**src/rtl/mult_pkg.sv**
```systemverilog
// Shared definitions for the unsigned multiplier family: FSM encoding,
// default operand width and the product-width rule.
package mult_pkg;

  localparam int DEFAULT_WIDTH = 8;

  typedef enum logic [1:0] {
    IDLE = 2'd0,
    RUN  = 2'd1,
    DONE = 2'd2
  } state_e;

  function automatic int prod_width(input int width);
    return 2 * width;
  endfunction

endpackage

```
**src/rtl/seq_array_mult_if.sv**
```systemverilog
// Operand/result handshake bundle for the sequential multiplier.
interface seq_array_mult_if
  import mult_pkg::*;
#(
  parameter int WIDTH = DEFAULT_WIDTH
);

  logic                         in_valid;
  logic                         in_ready;
  logic [WIDTH-1:0]             a;
  logic [WIDTH-1:0]             b;
  logic                         out_valid;
  logic                         out_ready;
  logic [prod_width(WIDTH)-1:0] product;

  modport master (
    output in_valid, a, b, out_ready,
    input  in_ready, out_valid, product
  );

  modport slave (
    input  in_valid, a, b, out_ready,
    output in_ready, out_valid, product
  );

endinterface

```
**src/rtl/fa.sv**
```systemverilog
// One-bit full adder cell shared by the multiplier datapaths.
module fa (
  input  logic x,
  input  logic y,
  input  logic cin,
  output logic s,
  output logic cout
);

  assign s    = x ^ y ^ cin;
  assign cout = (x & y) | (cin & (x ^ y));

endmodule

```
**src/rtl/rca_row.sv**
```systemverilog
// W-bit ripple-carry adder built by chaining fa cells; purely combinational.
module rca_row #(
  parameter int W = 8
) (
  input  logic [W-1:0] x,
  input  logic [W-1:0] y,
  input  logic         cin,
  output logic [W-1:0] s,
  output logic         cout
);

  logic [W:0] w_carry;

  assign w_carry[0] = cin;

  for (genvar i = 0; i < W; i++) begin : g_bit
    fa u_fa (
      .x   (x[i]),
      .y   (y[i]),
      .cin (w_carry[i]),
      .s   (s[i]),
      .cout(w_carry[i+1])
    );
  end

  assign cout = w_carry[W];

endmodule

```
**src/rtl/seq_array_mult.sv**
```systemverilog
// Iterative unsigned multiplier: one partial-product row per clock through a
// single rca_row, with valid/ready handshakes on operands and product.
module seq_array_mult
  import mult_pkg::*;
#(
  parameter int WIDTH = DEFAULT_WIDTH
) (
  input logic              clk,
  input logic              rst,
  seq_array_mult_if.slave  bus
);

  localparam int PW = prod_width(WIDTH);
  localparam int CW = $clog2(WIDTH) + 1;

  state_e            r_state;
  state_e            w_state_nxt;
  logic [WIDTH-1:0]  r_mcand;
  logic [WIDTH-1:0]  r_mplier;
  logic [PW-1:0]     r_acc;
  logic [PW-1:0]     r_product;
  logic [CW-1:0]     r_cnt;
  logic              r_in_ready;
  logic              r_out_valid;

  logic [WIDTH-1:0]  w_pp;
  logic [WIDTH-1:0]  w_sum;
  logic              w_cout;
  logic [PW-1:0]     w_acc_nxt;
  logic              w_last;
  logic              w_unused;

  assign w_pp = r_mplier[0] ? r_mcand : {WIDTH{1'b0}};

  rca_row #(.W(WIDTH)) u_row (
    .x   (r_acc[PW-1:WIDTH]),
    .y   (w_pp),
    .cin (1'b0),
    .s   (w_sum),
    .cout(w_cout)
  );

  // Carry-out lands in the top bit, so the full 2*WIDTH product is kept.
  assign w_acc_nxt = {w_cout, w_sum, r_acc[WIDTH-1:1]};
  assign w_last    = (r_cnt == CW'(WIDTH - 1));
  assign w_unused  = r_acc[0];

  // Next-state decode.
  always_comb begin
    w_state_nxt = r_state;
    case (r_state)
      IDLE: begin
        if (bus.in_valid) w_state_nxt = RUN;
        else              w_state_nxt = IDLE;
      end
      RUN: begin
        if (w_last) w_state_nxt = DONE;
        else        w_state_nxt = RUN;
      end
      DONE: begin
        if (bus.out_ready) w_state_nxt = IDLE;
        else               w_state_nxt = DONE;
      end
      default: w_state_nxt = IDLE;
    endcase
  end

  // State, datapath and registered handshake outputs.
  always_ff @(posedge clk or posedge rst) begin
    if (rst) begin
      r_state     <= IDLE;
      r_mcand     <= {WIDTH{1'b0}};
      r_mplier    <= {WIDTH{1'b0}};
      r_acc       <= {PW{1'b0}};
      r_product   <= {PW{1'b0}};
      r_cnt       <= {CW{1'b0}};
      r_in_ready  <= 1'b1;
      r_out_valid <= 1'b0;
    end else begin
      r_state     <= w_state_nxt;
      r_in_ready  <= (w_state_nxt == IDLE);
      r_out_valid <= (w_state_nxt == DONE);
      case (r_state)
        IDLE: begin
          if (bus.in_valid) begin
            r_mcand  <= bus.a;
            r_mplier <= bus.b;
            r_acc    <= {PW{1'b0}};
            r_cnt    <= {CW{1'b0}};
          end
        end
        RUN: begin
          r_acc    <= w_acc_nxt;
          r_mplier <= {1'b0, r_mplier[WIDTH-1:1]};
          r_cnt    <= r_cnt + CW'(1);
          if (w_last) begin
            r_product <= w_acc_nxt;
          end
        end
        default: begin
        end
      endcase
    end
  end

  assign bus.in_ready  = r_in_ready;
  assign bus.out_valid = r_out_valid;
  assign bus.product   = r_product;

endmodule

```
**src/flat_wrapper.sv**
```systemverilog
// flat-port wrapper written by rule: the top's interface ports become plain ports
module seq_array_mult_flat import mult_pkg::*;
#(
  parameter int WIDTH = DEFAULT_WIDTH
)
  (clk, rst, bus_in_valid, bus_a, bus_b, bus_out_ready, bus_in_ready, bus_out_valid, bus_product);
  seq_array_mult_if #(.WIDTH(WIDTH)) bus_i ();
  input logic clk;
  input logic rst;
  input wire logic [$bits(bus_i.in_valid)-1:0] bus_in_valid;
  input wire logic [$bits(bus_i.a)-1:0] bus_a;
  input wire logic [$bits(bus_i.b)-1:0] bus_b;
  input wire logic [$bits(bus_i.out_ready)-1:0] bus_out_ready;
  output wire logic [$bits(bus_i.in_ready)-1:0] bus_in_ready;
  output wire logic [$bits(bus_i.out_valid)-1:0] bus_out_valid;
  output wire logic [$bits(bus_i.product)-1:0] bus_product;
  assign bus_i.in_valid = bus_in_valid;
  assign bus_i.a = bus_a;
  assign bus_i.b = bus_b;
  assign bus_i.out_ready = bus_out_ready;
  assign bus_in_ready = bus_i.in_ready;
  assign bus_out_valid = bus_i.out_valid;
  assign bus_product = bus_i.product;
  seq_array_mult #(.WIDTH(WIDTH)) u_core (.clk(clk), .rst(rst), .bus(bus_i));
endmodule
```
**config.mk**
```make
export PLATFORM = sky130hd
export DESIGN_NAME = seq_array_mult_flat
export DESIGN_NICKNAME = d
export VERILOG_FILES = /design/src/rtl/mult_pkg.sv /design/src/rtl/seq_array_mult_if.sv /design/src/rtl/fa.sv /design/src/rtl/rca_row.sv /design/src/rtl/seq_array_mult.sv /design/src/flat_wrapper.sv
export SDC_FILE = /design/constraint.sdc
export NUM_CORES = 1
export LEC_CHECK = 0
export ABC_CLOCK_PERIOD_IN_PS = 8680
export BUFFER_PORTS_ARGS = -buffer_cell sky130_fd_sc_hd__clkbuf_2
export CAP_MARGIN = 20
export CORE_MARGIN = 2
export CORE_UTILIZATION = 25
export DETAILED_ROUTE_END_ITERATION = 10
export REMOVE_ABC_BUFFERS = 1
export SYNTH_ARGS = -nofsm -noshare
export SYNTH_HDL_FRONTEND = slang
export SYNTH_SLANG_ARGS = --single-unit
```
**constraint.sdc**
```tcl
create_clock -name clk -period 8.68 [get_ports clk]
set_clock_uncertainty 0.2 [all_clocks]
set_input_delay 0.434 -clock clk [delete_from_list [all_inputs] [get_ports clk]]
set_output_delay 0.434 -clock clk [all_outputs]
set_load 0.01 [all_outputs]
```
# Word-level counts from Yosys, hierarchy flattened
# Index checks and enable logic that the tools add are counted.
# word_totals
register_bits,56
latch_bits,0
mem_bits_rw,0
mem_bits_ro,0
in_bits,20
out_inout_bits,18
elab_cells,68
mem_count,0
# classes
addsub,1
mul,0
div,0
magnitude_cmp,0
n_eq_ne,5
n_shift,0
muxes,11
bitwise_logic,37
reduce_logical,6
# op_table
cell,n
16-bit one-hot mux with 2 select lines,1
16-bit 2-to-1 mux,1
8-bit 2-to-1 mux,2
8-bit one-hot mux with 2 select lines,1
1-bit bitwise AND,15
1-bit XOR,15
4-bit one-hot mux with 2 select lines,1
1-bit OR,7
2-bit one-hot mux with 3 select lines,1
2-bit AND reduction,3
"4-bit by 1-bit adder with 4-bit output, second input constant",1
"2-bit equality test, second input constant",2
"4-bit by 3-bit equality test with 1-bit output, second input constant",1
2-bit logical NOT,2
2-bit 2-to-1 mux,2
4-bit 2-to-1 mux,1
"2-bit by 1-bit equality test with 1-bit output, second input constant",1
"2-bit != test, second input constant",1
2-bit nonzero test,1
1-bit 2-to-1 mux,1

# Longest topological paths before layout
# depth
word_depth,17
depth_mapped,12
depth_no_buf,11

# Modules after synthesis
# From an unflattened synthesis, not the netlist that was laid out.
# hier_totals
hier_cells,176
hier_area_um2,2431.1
# modules_own_cells
module,instances,cells_each,area_per_inst_um2
seq_array_mult,1,168,2270.9
fa,8,1,20.0

# Worst setup path before layout
# Ideal clock, no wire load.
# synth_timing
path_type,register to register
startpoint,register u_core.r_mplier[0]
endpoint,"register u_core.r_product[14], in the netlist u_core.bus.product[14]"
setup_time_ns,0.095
t_arrival_ns,3.778
path_slack_ns,4.606
path_stages_with_launch,13
n_path_buf,1
path_cell_list,dfrtp_1 clkbuf_1 and2_1 ha_1 inv_1 fa_1 fa_1 fa_1 fa_1 fa_1 fa_1 fa_1 o31ai_1
# synth_between
elab_chain_len,15
# synth_lines
item,line,text
start: declaration,seq_array_mult.sv:19,logic [WIDTH-1:0] r_mplier;
start signal: assignment,seq_array_mult.sv:73,r_mplier <= {WIDTH{1'b0}};
start signal: assignment,seq_array_mult.sv:87,r_mplier <= bus.b;
start signal: assignment,seq_array_mult.sv:94,"r_mplier <= {1'b0, r_mplier[WIDTH-1:1]};"
8-bit 2-to-1 mux (*),seq_array_mult.sv:33,assign w_pp = r_mplier[0] ? r_mcand : {WIDTH{1'b0}};
1-bit bitwise AND or 1-bit XOR (tied branches),fa.sv:11,assign cout = (x & y) | (cin & (x ^ y));
1-bit bitwise AND,fa.sv:11,
1-bit OR,fa.sv:11,
1-bit bitwise AND,fa.sv:11,
1-bit OR,fa.sv:11,
1-bit bitwise AND,fa.sv:11,
1-bit OR,fa.sv:11,
1-bit bitwise AND,fa.sv:11,
1-bit OR,fa.sv:11,
1-bit bitwise AND,fa.sv:11,
1-bit OR,fa.sv:11,
1-bit bitwise AND,fa.sv:11,
1-bit OR,fa.sv:11,
1-bit XOR (*),fa.sv:10,assign s = x ^ y ^ cin;
end signal: assignment,seq_array_mult.sv:75,r_product <= {PW{1'b0}};
end signal: assignment,seq_array_mult.sv:97,r_product <= w_acc_nxt;
end: declaration,seq_array_mult.sv:21,logic [PW-1:0] r_product;
# Mark *: on every way between the ends. The rest lies on a longest branch, timed or not.
# A chain may end at the register's enable or synchronous reset.

# Final worst setup path
# Ends and elaborated chain as after synthesis.

==> qor.tcl <==
set qor(dp_worst_setup_slack_ps) 4500
set qor(seqPwrFrac_pct) 48.2
set qor(fin_worst_hold_slack_ps) 95.6
set qor(synth_area_um2) 2450
set qor(yosysSeqAreaShare_pct) 56.2
set qor(outcome) {finished, final reports clean}
set qor(layout_commonest_cell) {sky130_fd_sc_hd__dfrtp_1}
set qor(clock_path_buffers) 2
set qor(first_global_vias) 1648
set qor(ioPinCount) 38
set qor(static-leakage-power_nw) 1.27
set qor(detail_route.vias_per_cell) 4.26
set qor(unrepaired_setup_endpoints_after_global_routing) {false}
set qor(drt_first_iter_violations) 55
set qor(dieHeight_um) 103
set qor(final_min_period_over_clock_period_pct) 48.6
set qor(first_pass_grt_wire_length_mm) 8.16
set qor(final_hold_viol_count) 0
set qor(worst_ep_arrival_time_ps) 4220
set qor(placement.cell_area_um2) 2730
set qor(post-route-cell-area_um2) 2840
set qor(clock-sinks) 55
set qor(pwr_density_cell_nw_per_um2) 310
set qor(worstMarginPinSlew_ps) 809
set qor(netSwitchingPower_mw) 0.301
set qor(totalWireLength_mm) 4.75
set qor(commonest_non_fill_non_tap_cells_in_the_layout) {54 x sky130_fd_sc_hd__dfrtp_1, 37 x sky130_fd_sc_hd__clkbuf_2, 27 x sky130_fd_sc_hd__o21ai_0, 24 x sky130_fd_sc_hd__nand2_1, 16 x sky130_fd_sc_hd__mux2_2}
set qor(crit_start) {u_core.r_mplier[0]}
set qor(netlist-cell-type-count) 28
set qor(area_growth_syn_to_layout_pct) 15.8
set qor(relSlewSlack_pct) 45.9
set qor(cts.root.buffer_cell) {sky130_fd_sc_hd__clkbuf_8}
set qor(drt_pre_antenna_iters) 4
set qor(ctsHoldBuffers) 0
set qor(grtUsageTotal_pct) 9.77
set qor(critPathKind) {flop to flop}
set qor(design.final.nets) 257
set qor(ys.warnings.count) 0
set qor(filler_cell_count_in_the_final_layout) 1018
set qor(worst-r2r-setup-slack_ps) 4470
set qor(slew_viol_final) 0
set qor(rows) 36
set qor(share_of_the_core_filled_with_cells_in_the_final_layout_pct) 29.4
set qor(grt.overflow.total) 0
set qor(netlist_instances) 194
set qor(power_frac_clock_pct) 19.3
set qor(power_mw) 0.878
set qor(min_delay_worst_type) {primary input to async pin}
set qor(max_clock_freq_mhz) 237
set qor(antenna_found_initial) 0
set qor(port_buffers) 37
set qor(worst_setup_hold_path_clk_slew_ps) 100
set qor(synth_seq_cells) 55
set qor(final_period_minus_worst_setup_slack_ps) 4210
set qor(antennaDiodeCount) 0
set qor(worst_r2r_endpoint) {u_core.bus.product[14]}
set qor(route.detailed.wl_per_inst_um) 13.1
set qor(postRouteAntennaNets) 0
set qor(cts_tree) {yes}
set qor(cap_violations) 0
set qor(detailed_place_hpwl_mm) 3.33
set qor(worst-r2r-cell-count) 11
set qor(switching_share_pct) 34.2
set qor(internal-power_mw) 0.578
set qor(design.core.area_um2) 9640
set qor(floorplan.initialDensity_pct) 25.4
set qor(grt_max_degree) 56
set qor(clock_insertion_delay_worst_skew_ps) 300
set qor(required_ps) 8690
set qor(timing.rr.start) {u_core.r_mplier[0]}
set qor(setup_viol) 0
set qor(drc_violations) 0
set qor(routabilityCongestion) 0.748
set qor(post_cts.repair.setup_buffers) 0
set qor(ir_worst_vdd_mv) 0.134
set qor(die_x_um) 103
set qor(final_critical_path_setup_slack_ps) 4470
set qor(detailroute.via_count) 1543
set qor(synth.avg_cell_area_um2) 12.6
set qor(fin_tns_setup_ps) 0
set qor(layout-drive-gt1-share_pct) 31.0
set qor(endpoint_type_of_the_worst_setup_path) {flop}
set qor(design.die.area_um2) 10600
set qor(start_kind) {flop}
set qor(post_cts.resized_instances) 0
set qor(h-tree-depth) 2
set qor(worstPathMaxFanout) 9
set qor(place_inst) 354
set qor(number_of_cts_inserted_buffers) 5
set qor(combPwrFrac_pct) 32.6
set qor(post_layout_nonfiller_instances) 362
==> power by group through the flow <==
stage	Sequential, mW	Clock, mW	Combinational (mW)
floorplan	0.433	0	0.183
global placement	0.425	0	0.287
detailed placement	0.427	0	0.295
CTS	0.423	0.177	0.294
global route	0.436	0.189	0.324
finish	0.423	0.169	0.286
==> synthesized netlist by cell type, drive strengths merged <==
cell,number,area (µm²)
nand4,1,21.3
a21o,2,15.0
buf,8,76.3
fa,7,140
o21ai,27,135
nand2,24,90.1
nor2,3,27.5
o31ai,9,67.6
nand4b,1,23.8
dfrtp,54,1350
ha,2,25.0
and2,1,6.26
mux2,17,195
a22o,9,78.8
a22oi,7,52.6
inv,10,37.5
clkbuf,4,15.0
dfstp,1,26.3
o21bai,1,18.8
nor2b,3,21.3
nand2b,1,6.26
nor3b,2,20.0
==> cell families (layout without fill, tap and decap cells) <==
logic type               count (synthesis)  after routing  synth area share (%)
AO/OA/AOI/OAI                           55             55                  15.0
AND/OR/NAND/NOR                         36             36                  8.83
multiplexers                            17             17                  7.96
buffers and inverters                   22             57                  5.26
flip-flops                              55             55                  56.2
adder cells (fa/ha/maj)                  9              9                  6.74
==> cell type report <==
class | instances | area (µm²) | share of cell area [%]
clock inverters | 2 | 38.8 | 1.37
clock buffers | 6 | 72.6 | 2.56
well taps | 133 | 166 | 5.86
repair buffers | 39 | 200 | 7.05
flip-flops and latches | 55 | 1380 | 48.5
multi-input cells | 117 | 945 | 33.3
inverters | 10 | 37.5 | 1.32
==> routing by layer <==
metal	GRT usage [%]	part of all wire, %
met2	15.2	46
met5	0	0
met4	2.73	0.30
met3	2.85	5.5
met1	13.3	48
==> worst max path at each step <==
stage	end	slack, ps	cells past startpoint
floorplan	u_core.bus.product[14]	4720	11
global placement	u_core.bus.product[14]	4630	11
detailed placement	u_core.bus.product[14]	4500	11
CTS	u_core.bus.product[14]	4430	11
global route	u_core.bus.product[14]	4260	11
finish	u_core.bus.product[14]	4470	11
==> sequential cells by signal, indices dropped and copies added, names as in the netlist <==
| register | cells |
|---|---|
| u_core.bus.product | 16 |
| u_core.r_cnt | 4 |
| u_core.r_mcand | 8 |
| u_core.r_mplier | 8 |
| u_core.bus.in_ready | 1 |
| u_core.r_acc | 15 |
| u_core.r_state | 2 |
| u_core.bus.out_valid | 1 |
==> critical path: stages (launching register included) <==
cell,delay [ps]
sky130_fd_sc_hd__dfrtp_1,480
sky130_fd_sc_hd__and2_1,180
sky130_fd_sc_hd__ha_1,150
sky130_fd_sc_hd__inv_1,50
sky130_fd_sc_hd__fa_1,390
sky130_fd_sc_hd__fa_1,390
sky130_fd_sc_hd__fa_1,390
sky130_fd_sc_hd__fa_1,390
sky130_fd_sc_hd__fa_1,390
sky130_fd_sc_hd__fa_1,390
sky130_fd_sc_hd__fa_1,460
sky130_fd_sc_hd__o31ai_1,270
(Power assumes the default switching activity.)
